==> config.mk <==
export PLATFORM = sky130hd
export DESIGN_NAME = pipe_stage_chain
export DESIGN_NICKNAME = d
export VERILOG_FILES = /design/src/rtl/pipe_pkg.sv /design/src/rtl/pipe_stage.sv /design/src/rtl/pipe_stage_chain.sv
export SDC_FILE = /design/constraint.sdc
export NUM_CORES = 1
export LEC_CHECK = 0
export CAP_MARGIN = 20
export CORE_UTILIZATION = 45
export DETAILED_ROUTE_END_ITERATION = 8
export GPL_TIMING_DRIVEN = 0
export HOLD_SLACK_MARGIN = 0.03
export MAX_ROUTING_LAYER = met4
export PLACE_DENSITY = 0.82
export SLEW_MARGIN = 20
export SYNTH_ARGS = -nofsm -noshare
export SYNTH_HDL_FRONTEND = slang
export SYNTH_SLANG_ARGS = --single-unit
export TNS_END_PERCENT = 1
==> constraint.sdc <==
create_clock -name CLK -period 6.01 [get_ports CLK]
set_clock_uncertainty 0.2 [all_clocks]
set_input_delay 1.202 -clock CLK [delete_from_list [all_inputs] [get_ports CLK]]
set_output_delay 1.202 -clock CLK [all_outputs]
set_load 0.005 [all_outputs]
==> src/rtl/pipe_pkg.sv <==
// Shared pipeline types: stage control encoding, stage bundles and
// the per-stage control decision used by pipe_stage_chain.
package pipe_pkg;

    typedef enum logic [1:0] {
        ST_LOAD,
        ST_HOLD,
        ST_BUBBLE,
        ST_KILL
    } stage_ctl_e;

    typedef struct packed {
        logic [31:0] pc;
        logic [31:0] instr;
    } if_id_t;

    typedef struct packed {
        logic [31:0] pc;
        logic [4:0]  rd;
        logic [31:0] imm;
        logic [3:0]  alu_op;
    } id_ex_t;

    // s/f are the highest stalled/flushed stage, -1 when none.
    function automatic stage_ctl_e stage_ctl(
        input int   k,
        input int   s,
        input int   f,
        input logic en
    );
        stage_ctl_e c;
        c = ST_LOAD;
        if (f >= 0 && k <= f)
            c = ST_KILL;
        else if (!en)
            c = ST_HOLD;
        else if (f >= 0 && s <= f && k == f + 1)
            c = ST_BUBBLE;
        else if (s > f && k <= s)
            c = ST_HOLD;
        else if (s > f && k == s + 1)
            c = ST_BUBBLE;
        return c;
    endfunction

endpackage

==> src/rtl/pipe_stage.sv <==
// One pipeline register slice: payload plus valid bit,
// steered by a stage_ctl_e command.
module pipe_stage
    import pipe_pkg::*;
#(
    parameter int WIDTH         = 32,
    parameter int CLR_ON_BUBBLE = 1
) (
    input  logic             CLK,
    input  logic             RST,
    input  stage_ctl_e       ctl,
    input  logic             prev_valid,
    input  logic [WIDTH-1:0] prev_data,
    output logic             valid,
    output logic [WIDTH-1:0] data
);

    always_ff @(posedge CLK or posedge RST) begin
        if (RST) begin
            valid <= 1'b0;
            data  <= '0;
        end else begin
            unique case (ctl)
                ST_LOAD: begin
                    valid <= prev_valid;
                    data  <= prev_data;
                end
                ST_HOLD: begin
                    valid <= valid;
                    data  <= data;
                end
                ST_BUBBLE, ST_KILL: begin
                    valid <= 1'b0;
                    if (CLR_ON_BUBBLE != 0)
                        data <= '0;
                end
            endcase
        end
    end

endmodule

==> src/rtl/pipe_stage_chain.sv <==
// NSTAGE-deep pipeline latch chain with per-stage stall/flush.
// Define PIPE_PERF_EN to build the saturating stall/flush counters.
module pipe_stage_chain
    import pipe_pkg::*;
#(
    parameter int WIDTH         = 32,
    parameter int NSTAGE        = 4,
    parameter int CLR_ON_BUBBLE = 1,
    parameter int CNT_W         = 16
) (
    input  logic                    CLK,
    input  logic                    RST,
    input  logic                    en,
    input  logic                    in_valid,
    input  logic [WIDTH-1:0]        in_data,
    output logic                    in_ready,
    input  logic [NSTAGE-1:0]       stall_req,
    input  logic [NSTAGE-1:0]       flush_req,
    output logic [NSTAGE-1:0]       stage_valid,
    output logic [NSTAGE*WIDTH-1:0] stage_data,
    output logic                    out_valid,
    output logic [WIDTH-1:0]        out_data,
    output logic [CNT_W-1:0]        stall_cnt,
    output logic [CNT_W-1:0]        flush_cnt
);

    int s_idx;
    int f_idx;

    logic [NSTAGE-1:0]            v;
    logic [NSTAGE-1:0][WIDTH-1:0] d;

    always_comb begin
        s_idx = -1;
        f_idx = -1;
        for (int k = 0; k < NSTAGE; k++) begin
            if (stall_req[k])
                s_idx = k;
            if (flush_req[k])
                f_idx = k;
        end
    end

    assign in_ready = en & ~|stall_req & ~|flush_req;

    for (genvar k = 0; k < NSTAGE; k++) begin : g_stage
        stage_ctl_e       ctl;
        logic             pv;
        logic [WIDTH-1:0] pd;

        assign ctl = stage_ctl(k, s_idx, f_idx, en);

        if (k == 0) begin : g_head
            assign pv = in_valid;
            assign pd = in_data;
        end else begin : g_body
            assign pv = v[k-1];
            assign pd = d[k-1];
        end

        pipe_stage #(
            .WIDTH         (WIDTH),
            .CLR_ON_BUBBLE (CLR_ON_BUBBLE)
        ) u_stage (
            .CLK        (CLK),
            .RST        (RST),
            .ctl        (ctl),
            .prev_valid (pv),
            .prev_data  (pd),
            .valid      (v[k]),
            .data       (d[k])
        );
    end

    assign stage_valid = v;
    assign stage_data  = d;
    assign out_valid   = v[NSTAGE-1];
    assign out_data    = d[NSTAGE-1];

`ifdef PIPE_PERF_EN
    logic [CNT_W-1:0] stall_q;
    logic [CNT_W-1:0] flush_q;

    // Saturate rather than wrap so long stalls never read as short ones.
    always_ff @(posedge CLK or posedge RST) begin
        if (RST) begin
            stall_q <= '0;
            flush_q <= '0;
        end else begin
            if (en && |stall_req && stall_q != '1)
                stall_q <= stall_q + 1'b1;
            if (|flush_req && flush_q != '1)
                flush_q <= flush_q + 1'b1;
        end
    end

    assign stall_cnt = stall_q;
    assign flush_cnt = flush_q;
`else
    assign stall_cnt = '0;
    assign flush_cnt = '0;
`endif

endmodule
==> results.md <==
* Setup crit start kind: input pin
* Cell row count at 43
* Grt ovf at 0
* Final hold vios at 0
* Final WL at approximately 18000 um
* Synthesized-area fraction occupied by adder cells at 1.73%
* Ys Warns at 0
* Multi-input gate area at between 2000 and 3000 um2
* Crit-path max cell delay at 0.55 ns
* Synthesis-stage register bit count at roughly 130
* TritonRoute pass-1 iters at 5
* Filler instances at 1097
* IO Count at 242
* Clk sinks at 132
* DR vias/cell at 5.11
* DRT iter0 DRCs at 272
* Slew @ Worst Pin at 0.978 ns
* Hold WC Path Type: flop to flop
* Largest net degree at the start of global routing at 76
* Vias in the first global route at approximately 5300
* RSZ-0062 raised after global routing: false
* Initial Util at 46.5%
* Worst EP arrival at between 3 and 4 ns
* Synthesized area at 6510 um2
* Core Region at 14000 um2
* CTS tree: done
* Worst-path maximum fanout at 6
* # diodes at 0
* WL per Instance at 16.4 um
* RD Place Congestion at 0.908
* Postcts setup bufs at 0
* Post-synthesis mux area share at 10.2%
* Post-Synthesis Cells at approximately 650
* CTS Buf Count at 17
* Initial antenna violation count at 0
* Post-synth ARST share at 100%
* Layout cells sized above 1 at 15.9%
* Main combinational cell family by area after synthesis: compound AO/OA/AOI/OAI gates
* Final Hold Slack at 0.342 ns
* Reg area at 3300 um2
* CTS Hold Bufs at 0
* First-pass GRT wire length at 28100 um
* Worst path buffer plus inverter count at 3
* Status: completed
* Buffers on Ports at 209
* Clock transition at path regs at around 0.05 ns
* Post-synth EDFFs at 0
* Tot GR Track Use at 25.5%
* Max-cap violations at 0
* Met1 WL at 7480 um
* Max VDD drop at about 0.21 mV
* Xor/xnor share of the synthesized area at 0%
* Deepest clock path buffer count at 2
* DP Wirelength at 13500 um
* Post-synthesis compound-gate area fraction at about 13%
* Post-synthesis cell type count at 40
* Routed wl met3 at roughly 1000 um
* Main synth FF type: dfrtp_1
* Cts repair resizes at 0
* P&R area growth vs syn at 47.5%
* Clock latency on the worst-skew pair at slightly above 0.4 ns
* Register area share after synthesis at approximately half
* P_leak at 0.00400 uW
* CP endpoint kind: primary output
* Die X at 122 um
* Top Family by Delay on Critical Path: buffers and inverters
* Routed length on met2 at 8760 um
* Non-Filler Instances at 1097
* Dpl cells at 1068
* Setup TNS at 0 ns
* Cell mode on critical path: clkdlybuf4s50_1
* Highest metal used: met4
* Slew HR at 33.8%
* Tmin final at approximately 4.6 ns
* Residual DRC at 0
* Final-report max-slew violation count at 0
* CP max stage cell: clkdlybuf4s50_1
* Worst Path Required at 4.61 ns
* Die Span Y at 122 um
* Net count, final at 960
* DIE AREA at 14900 um2
* H-tree levels at 4
* Setup CP Type: input pin to primary output
* Fmax at approximately 220 MHz
* Final Cycle Share at approximately three quarters
* Critical Path, Cell by Cell: clkdlybuf4s50_1 > or2_4 > or3_1 > buf_6 > nor3_1 > clkdlybuf4s50_1
* Root buffer cell: clkbuf_16
* Via count at ~5600
* Setup-failing EPs final at 0
* PD cells at 228 nW/um2
* Syn_area_per_cell at 10.1 um2
* Synth Area in Simple Gates at around 13%
* Antenna Nets Post-Route at 0
## layer usage
metal	GRT usage, %	up-vias
met5	-	-
met4	13.4	0
met3	4.41	48
met2	39.2	227
met1	32.3	2665
li1	-	2669
## sequential cells by signal (all words and copies together), names as in the netlist
| signal | cells |
|---|---|
| g_stage.u_stage.data | 128 |
| g_stage.u_stage.valid | 4 |
## stage by stage
stage / total power (uW) / utilization, % / area, um2 / setup WS [ns]
global placement: 1120 / 63.9 / 8940 / -0.598
detailed placement: 1120 / 64.2 / 8970 / 1.11
floorplan: 1050 / - / 6620 / 1.08
finish: 2180 / 68.6 / 9590 / 1.39
global route: 2250 / 68.6 / 9590 / 1.23
CTS: 2200 / 68.6 / 9590 / 1.36
## placed cells by master (no fill, tap or decap), types with 3 or more instances in the layout
master and n:
conb_1 32, bufinv_16 3, nor3_1 6, clkbuf_8 7, nor2_1 43, o21ai_0 69, buf_2 8, mux2i_1 66
nand2_1 7, clkbuf_16 17, buf_4 68, dfrtp_1 132, buf_12 3, inv_1 4, ha_1 9, clkdlybuf4s50_1 209
clkbuf_1 36, a21oi_1 69, o21ai_1 3, nor2_2 30, nand3_1 67
## worst paths after layout
path	cells after the start	slack (ns)	to	start
setup / recovery	6	1.39	in_ready	stall_req[3]
hold / removal	2	0.34	g_stage[3].u_stage.data[13]$_DFFE_PP0P_	g_stage[2].u_stage.data[13]$_DFFE_PP0P_
setup reg to reg	2	4.97	g_stage[2].u_stage.data[6]$_DFFE_PP0P_	g_stage[1].u_stage.data[6]$_DFFE_PP0P_
hold reg to reg	2	0.34	g_stage[3].u_stage.data[13]$_DFFE_PP0P_	g_stage[2].u_stage.data[13]$_DFFE_PP0P_
max in group asynchronous	3	3.89	g_stage[1].u_stage.data[10]$_DFFE_PP0P_	RST
min in group asynchronous	2	1.03	g_stage[3].u_stage.data[3]$_DFFE_PP0P_	RST
## worst min-delay path, stage by stage (launching register included)
cell     delay, ns
dfrtp_1       0.35
mux2i_1       0.07
nor2_1        0.08
## Yosys cell counts (2+ instances only)
master / count / area, um2
dfrtp_1: 132 / 3300
a21oi_1: 69 / 345
o21ai_0: 69 / 345
buf_4: 68 / 510
nand3_1: 67 / 335
mux2i_1: 66 / 661
nor2_1: 43 / 161
clkbuf_1: 34 / 128
nor2_2: 30 / 188
ha_1: 9 / 113
buf_2: 8 / 40.0
nand2_1: 7 / 26.3
nor3_1: 6 / 30.0
inv_1: 5 / 18.8
buf_12: 3 / 60.1
o21ai_1: 3 / 15.0
nand3b_1: 2 / 15.0
nor2b_1: 2 / 12.5
o311ai_1: 2 / 17.5
or3_1: 2 / 12.5
## cell type report
type                            count  area share [%]
Sequential cell                   132            34.4
Buffer                            115            7.85
Clock inverter                      3           0.939
Multi-Input combinational cell    424            26.5
Inverter                            7           0.365
Timing Repair Buffer              210            22.1
Tap cell                          180            2.35
Clock buffer                       26            5.52
## power by group
group          internal (uW)  switching, uW  leakage (uW)  total [uW]
registers                890          0.183       0.00185         890
logic                   80.2            140       0.00185         220
clock network            723            351      0.000305        1070
total                   1690            492       0.00400        2180
## cells by family after synthesis
group,Yosys count
flip-flops,132
AND/OR/NAND/NOR,165
other,1
adder cells (fa/ha/maj),9
buffers and inverters,122
AO/OA/AOI/OAI,152
multiplexers,66
No activity file was read; power rests on OpenSTA's default activity.
